**config.mk**
```make
export PLATFORM = sky130hd
export DESIGN_NAME = mem_port_arbiter
export DESIGN_NICKNAME = d
export VERILOG_FILES = /design/src/rtl/mem_port_arbiter.sv
export SDC_FILE = /design/constraint.sdc
export NUM_CORES = 1
export LEC_CHECK = 0
export BUFFER_PORTS_ARGS = -buffer_cell sky130_fd_sc_hd__buf_2
export CAP_MARGIN = 0
export CELL_PAD_IN_SITES_DETAIL_PLACEMENT = 0
export CELL_PAD_IN_SITES_GLOBAL_PLACEMENT = 1
export CORE_MARGIN = 4
export CORE_UTILIZATION = 40
export CTS_CLUSTER_DIAMETER = 30
export DETAILED_ROUTE_END_ITERATION = 8
export PLACE_DENSITY = 0.95
export REMOVE_ABC_BUFFERS = 1
export SLEW_MARGIN = 10
export SYNTH_ARGS = -nofsm -noshare
export SYNTH_HDL_FRONTEND = slang
export SYNTH_SLANG_ARGS = --single-unit
```
**constraint.sdc**
```tcl
create_clock -name clk -period 2.5 [get_ports clk]
set_input_delay 0.5 -clock clk [delete_from_list [all_inputs] [get_ports clk]]
set_output_delay 0.5 -clock clk [all_outputs]
set_load 0.02 [all_outputs]
```
**src/rtl/mem_port_arbiter.sv**
```systemverilog
`timescale 1ns/1ps
// mem_port_arbiter
// Shares one single-port, variable-latency memory between an instruction-fetch
// port (i_*) and a data-access port (d_*). One transaction is in flight at a
// time. Data wins arbitration unless fetch has waited through MAX_D_STREAK
// consecutive data grants. A memory that never answers is cut off after
// TIMEOUT_CYC wait cycles and the owner receives an error response.
//
// Ports
//   clk, rst_n                : clock, asynchronous active-low reset
//   i_req/i_addr/i_ready      : fetch request handshake
//   i_rvalid/i_rdata/i_err    : fetch response (1-cycle pulse, err qualified by rvalid)
//   d_req/d_we/d_be/d_addr/d_wdata/d_ready : data request handshake
//   d_rvalid/d_rdata/d_err    : data response or write acknowledge
//   m_req/m_we/m_be/m_addr/m_wdata/m_ready : memory request handshake
//   m_rvalid/m_rdata          : memory response
//   busy                      : a transaction is being issued or awaited
module mem_port_arbiter #(
    parameter int MAX_D_STREAK = 4,
    parameter int TIMEOUT_CYC  = 64
) (
    input  logic        clk,
    input  logic        rst_n,
    input  logic        i_req,
    input  logic [31:0] i_addr,
    output logic        i_ready,
    output logic        i_rvalid,
    output logic [31:0] i_rdata,
    output logic        i_err,
    input  logic        d_req,
    input  logic        d_we,
    input  logic [3:0]  d_be,
    input  logic [31:0] d_addr,
    input  logic [31:0] d_wdata,
    output logic        d_ready,
    output logic        d_rvalid,
    output logic [31:0] d_rdata,
    output logic        d_err,
    output logic        m_req,
    output logic        m_we,
    output logic [3:0]  m_be,
    output logic [31:0] m_addr,
    output logic [31:0] m_wdata,
    input  logic        m_ready,
    input  logic        m_rvalid,
    input  logic [31:0] m_rdata,
    output logic        busy
);
    localparam logic [3:0] STREAK_MAX = 4'(MAX_D_STREAK);
    localparam logic [7:0] TMO_LAST   = 8'(TIMEOUT_CYC - 1);

    typedef enum logic [1:0] {
        IDLE  = 2'd0,
        ISSUE = 2'd1,
        WAIT  = 2'd2
    } state_t;

    state_t      state_reg;
    logic        owner_reg;     // 1 = data port owns the transaction
    logic        we_reg;
    logic [3:0]  be_reg;
    logic [31:0] addr_reg;
    logic [31:0] wdata_reg;
    logic [3:0]  streak_reg;
    logic [7:0]  tmo_reg;
    logic        busy_reg;
    logic        i_rvalid_reg, i_err_reg, d_rvalid_reg, d_err_reg;
    logic [31:0] i_rdata_reg, d_rdata_reg;

    logic        grant_i, grant_d;
    logic        resp_now;
    logic [31:0] resp_data;

    // Arbitration is only live in IDLE; rst_n gates the readies so nothing is
    // accepted while reset is held.
    always_comb begin
        grant_i = 1'b0;
        grant_d = 1'b0;
        if (rst_n && state_reg == IDLE) begin
            if (i_req && (!d_req || streak_reg == STREAK_MAX)) begin
                grant_i = 1'b1;
            end else if (d_req) begin
                grant_d = 1'b1;
            end
        end
    end

    // A real response in the final wait cycle wins over the timeout.
    assign resp_now  = m_rvalid || (tmo_reg == TMO_LAST);
    assign resp_data = (m_rvalid && !we_reg) ? m_rdata : 32'd0;

    always_ff @(posedge clk or negedge rst_n) begin
        if (!rst_n) begin
            state_reg    <= IDLE;
            owner_reg    <= 1'b0;
            we_reg       <= 1'b0;
            be_reg       <= 4'd0;
            addr_reg     <= 32'd0;
            wdata_reg    <= 32'd0;
            streak_reg   <= 4'd0;
            tmo_reg      <= 8'd0;
            busy_reg     <= 1'b0;
            i_rvalid_reg <= 1'b0;
            i_err_reg    <= 1'b0;
            i_rdata_reg  <= 32'd0;
            d_rvalid_reg <= 1'b0;
            d_err_reg    <= 1'b0;
            d_rdata_reg  <= 32'd0;
        end else begin
            // Response flags are single-cycle pulses.
            i_rvalid_reg <= 1'b0;
            i_err_reg    <= 1'b0;
            d_rvalid_reg <= 1'b0;
            d_err_reg    <= 1'b0;
            case (state_reg)
                IDLE: begin
                    if (grant_i) begin
                        owner_reg  <= 1'b0;
                        we_reg     <= 1'b0;
                        be_reg     <= 4'hF;
                        addr_reg   <= i_addr;
                        wdata_reg  <= 32'd0;
                        streak_reg <= 4'd0;
                        state_reg  <= ISSUE;
                        busy_reg   <= 1'b1;
                    end else if (grant_d) begin
                        owner_reg  <= 1'b1;
                        we_reg     <= d_we;
                        be_reg     <= d_be;
                        addr_reg   <= d_addr;
                        wdata_reg  <= d_wdata;
                        // Only counts grants that made fetch wait; cannot pass
                        // STREAK_MAX because fetch wins once it is reached.
                        streak_reg <= i_req ? streak_reg + 4'd1 : 4'd0;
                        state_reg  <= ISSUE;
                        busy_reg   <= 1'b1;
                    end
                end
                ISSUE: begin
                    if (m_ready) begin
                        tmo_reg   <= 8'd0;
                        state_reg <= WAIT;
                    end
                end
                WAIT: begin
                    if (resp_now) begin
                        if (owner_reg) begin
                            d_rvalid_reg <= 1'b1;
                            d_err_reg    <= !m_rvalid;
                            d_rdata_reg  <= resp_data;
                        end else begin
                            i_rvalid_reg <= 1'b1;
                            i_err_reg    <= !m_rvalid;
                            i_rdata_reg  <= resp_data;
                        end
                        state_reg <= IDLE;
                        busy_reg  <= 1'b0;
                    end else begin
                        tmo_reg <= tmo_reg + 8'd1;
                    end
                end
                default: begin
                    state_reg <= IDLE;
                    busy_reg  <= 1'b0;
                end
            endcase
        end
    end

    assign i_ready  = grant_i;
    assign d_ready  = grant_d;
    assign i_rvalid = i_rvalid_reg;
    assign i_err    = i_err_reg;
    assign i_rdata  = i_rdata_reg;
    assign d_rvalid = d_rvalid_reg;
    assign d_err    = d_err_reg;
    assign d_rdata  = d_rdata_reg;
    assign busy     = busy_reg;

    // Memory side shows the latched request only while issuing, zeros otherwise.
    assign m_req   = (state_reg == ISSUE);
    assign m_we    = m_req ? we_reg    : 1'b0;
    assign m_be    = m_req ? be_reg    : 4'd0;
    assign m_addr  = m_req ? addr_reg  : 32'd0;
    assign m_wdata = m_req ? wdata_reg : 32'd0;

endmodule

```
* After elaboration in Yosys (flattened, before gate mapping) *
Cells that the tools add are included.

cells by class
  add/subtract/negate cells = 2
  equality and inequality tests = 8
  muxes and demuxes = 46
  bitwise logic cells = 2
  reduce and logical (&&, ||, !) cells = 17

operators by type and width
  operator                                               count
  two-way mux 32 bit                                     7
  two-way mux 1 bit                                      24
  two-way mux 4 bit                                      6
  two-way mux 8 bit                                      2
  one-hot mux 8 bit (2 select lines)                     1
  AND reduction 3 bit                                    5
  adder 8 x 1 -> 8 bit, second input constant            1
  == test 8 x 6 -> 1 bit, second input constant          1
  two-way mux 2 bit                                      4
  one-hot mux 2 bit (3 select lines)                     1
  adder 4 x 1 -> 4 bit, second input constant            1
  == test 4 x 3 -> 1 bit, second input constant          1
  inequality test 2 bit, second input constant           2
  nonzero test 2 bit                                     2
  logical AND 1 bit                                      3
  zero test 1 bit                                        3
  inequality test 3 bit, second input constant           1
  one-hot mux 1 bit (3 select lines)                     1
  == test 2 x 1 -> 1 bit, second input constant          1
  == test 2 bit, second input constant                   1
  zero test 2 bit                                        1
  logical OR 1 bit                                       2
  inequality test 2 x 1 -> 1 bit, second input constant  1
  NOT 1 bit                                              2
  AND reduction 2 bit                                    1

word-level totals
  flip-flop bits (word level) = 153
  input bits = 139
  output and inout bits = 141
  logic and storage cells = 90

* Longest topological paths before layout *
  depth in word-level cells = 8
  depth in mapped cells = 8

* Worst setup path after synthesis *
No wires, ideal clock.

  path kind = register -> output
  start point = register streak_reg[0]
  end point = output i_ready
  arrival time = 1.494 ns
  required time = 2.000 ns
  slack = 0.506 ns
  stages on the path, launching flop included = 7
  path through = dfrtp_1 -> inv_1 -> ha_1 -> and3b_1 -> o211ai_2 -> clkbuf_1 -> inv_1

between the ends
  word-level cells in the longest chain between the ends = 5

ends and longest elaborated chain
  item                    RTL line  text
  start, declared         64        logic [3:0] streak_reg;
  start signal, assigned  134       streak_reg <= i_req ? streak_reg + 4'd1 : 4'd0;
  == test 4 x 3 -> 1 bit  80        if (i_req && (!d_req || streak_reg == STREAK_MAX)) begin
  logical OR 1 bit        80
  logical AND 1 bit       80
  two-way mux 1 bit       80
  two-way mux 1 bit       79        if (rst_n && state_reg == IDLE) begin
  end, declared           26        output logic i_ready,

Every way passes these cells.

* Final worst setup path *
  start point = register streak_reg[0]
  end point = output d_ready

between the ends
  word-level cells in the longest chain between the ends = 5

ends and longest elaborated chain
  item                    RTL line  text
  == test 4 x 3 -> 1 bit  80
  logical OR 1 bit        80
  logical AND 1 bit       80
  two-way mux 1 bit       80
  two-way mux 1 bit       79
  end, declared           35        output logic d_ready,

Every way passes these cells.

==> flow_summary.toml <==
[run_status]
status = "finished, final reports clean"

[logic_synthesis]
yosysUniqueCellTypes = 51
synthArstFlopShare_pct = 100
ys_seq_area_share_pct = 57.5
synthesis.area_sq_um = 6660
synth_most_common_cell = "dfrtp_1"
synthTopCellsByCount = "dfrtp_1 (153), and2_1 (71), a32o_1 (64)"
synth_edf_count = 0
avgSynthCellArea_sq_um = 12.8
syn-instance-count = 521
synthFlopType = "dfrtp_1"
yosys_register_bits = 153
ys_warn_count = 0
synth.area.top_cells = "dfrtp_1 (58%), a32o_1 (9.6%), and2_1 (6.7%), a22o_1 (4.3%), o221a_1 (4.2%)"
yosysTopAreaCell = "dfrtp_1"
yosys.area.top_type_share_pct = 57.5

[global_routing]
antenna_found_initial = 1
grt.busiest_layer = "met2"
grt_pass1_vias = 5499
grt_start_max_net_pins = 154
overflow = 0
grt_use_met3_pct = 6.54
gr-usage-met2_pct = 31.6
use_met1_pct = 24.1
track_usage_pct = 19.3
grt_first_pass_wirelength_mm = 28.5

[clock_tree]
cts_buffers = 17
cts_tree = "yes"
cts.sinks = 153
clk_pin_slew_ps = 70
insertion_delay_ps = 420
htreeDepth = 4
cts-root-buf = "clkbuf_16"
clockBufferDepth = 2

[layout]
utilization_pct = 55.0
area_growth_pct = 33.2
nNetsFinal = 932
antenna-diode-count = 0
drive_gt1_share_pct = 44.0
finalNonFillerCells = 1019

[worst_setup_path]
max_stage_delay_ps = 370
critPathTopFamily = "simple AND/OR/NAND/NOR gates"
critical-path-slowest-cell = "dfrtp_1"
crit_chain = "inv_1 -> ha_1 -> and3b_1 -> nand2_1 -> nand3_4 -> inv_4 -> buf_2"
cp.depth = 7
timing.critical_path.buf_inv = 3
crit_arrival_ps = 1860
crit_type = "flip-flop to output port"
timing.rr.start = "streak_reg[0]"
r2r-end = "wdata_reg[25]"
worst_ep_required_time_ps = 2000
cp-endpoint = "d_ready"
worstSetupEndpointType = "output port"
startpoint = "streak_reg[0]"
ff2ff_path_depth = 8
critPathLaunchType = "flip-flop"
critPathMaxFanout = 10
ff2ff_setup_slack_ps = 610

[power_and_ir_drop]
p_leak_nw = 4.45
power_density_nw_per_um2 = 1280
finalPower_w = 0.0114
peakVddDrop_mv = 0.688

[floorplanning]
core_area_sq_um = 16100
io_pins = 280
die-area_sq_um = 18800
die_h_um = 137
die-width_um = 137
start_util_pct = 41.3
rows = 46

[worst_hold_path]
hold_path_class = "input pin to async pin"

[sta]
tightest_slew_ps = 954
skew_ps = 10.9
fmax_mhz = 424
setup_viol = 0
hold_violations = 0
slew_violations = 0
period_share_pct = 94.4
finalWorstPathRequiredPeriod_ps = 2360
relSlewSlack_pct = 36.4
tns_ps = 0
rsz0062_at_grt = "no"

[placement]
hpwlAfterDp_mm = 13.0
io_buffers = 279
placed_cells = 982
gp_congestion = 0.766

[routing]
routedWlPerCell_um = 18.4
detail-route-antenna-nets = 0
via_per_inst = 5.43
drt_iter0_drc = 289
vias = 5529
drt_wl_total_mm = 18.7
first_pass_iters = 5
drc = 0

[run]
max-cap-violations = 0
==> through the flow <==
stage                     instance area [sq um]  hold slack, ps  worst slack [ps]
after floorplan                            6370             204              -660
after global placement                     8210             464               345
after detailed placement                   8210             474               312
after CTS                                  8820             266              43.1
after global routing                       8870             256              4.90
final                                      8870             129               141
==> cells in the final DEF, fill, tap and decap left out, drive strengths merged, types with 2 or more instances in the layout <==
cell type / Yosys / final
buf: 26 / 298
dfrtp: 153 / 153
and2: 72 / 72
a32o: 64 / 64
a22o: 33 / 33
nand2b: 32 / 32
o221a: 32 / 32
inv: 11 / 19
clkbuf: 22 / 17
nand2: 14 / 14
o21ai: 8 / 8
a21oi: 7 / 7
nor2: 5 / 5
o22a: 4 / 4
clkinv: 0 / 4
mux2i: 3 / 3
ha: 3 / 3
nor2b: 3 / 3
nand3: 3 / 3
nor3: 3 / 3
and3: 2 / 2
o31ai: 2 / 2
a311oi: 2 / 2
bufinv: 0 / 2
nor3b: 2 / 2
==> logic make-up after synthesis <==
family          count (synthesis)  synth area share (%)
compound gates                161                  23.1
flops                         153                  57.5
simple gates                  141                  13.3
buf+inv                        59                  4.89
mux                             4                 0.620
fa+ha+maj                       3                 0.564
==> layout make-up <==
cell class                 count  area, sq um
fill                        1376         7250
tap                          216          270
clock buffer                  17          425
inverter                      11         43.8
clock inverter                15          181
sequential                   153         3830
timing repair buffer         298         1590
multi-input combinational    309         2530
==> layer usage <==
| metal | wire length (um) | up-vias |
|---|---|---|
| met5 | 13 | - |
| met4 | 290 | 2 |
| met3 | 1690 | 25 |
| met2 | 9110 | 239 |
| met1 | 7620 | 2750 |
| li1 | - | 2513 |
==> where the power goes <==
part	total [W]	leakage, nW	switching [W]	internal, W
logic	0.00458	2.25	0.00261	0.00196
clock network	0.00263	0.296	0.00112	0.00151
registers	0.00417	1.91	0.000608	0.00356
==> worst min path at each step <==
stage	slack (ps)	from	endpoint	cells after the start
finish	130	rst_n	i_err	2
global route	260	rst_n	i_err	2
CTS	270	rst_n	i_err	2
detailed placement	470	busy	busy	1
global placement	460	be_reg[1]	be_reg[1]	1
floorplan	200	rst_n	addr_reg[0]	0
==> what timing repair did <==
item                                    4_1_cts  5_1_grt
endpoints found under the setup margin        1        7
hold buffers                                  0        0
endpoints found under the hold margin         0        0
gates resized for setup                       1        2
setup buffers                                 0        5
Note: power is estimated with default switching activity, not from simulation.
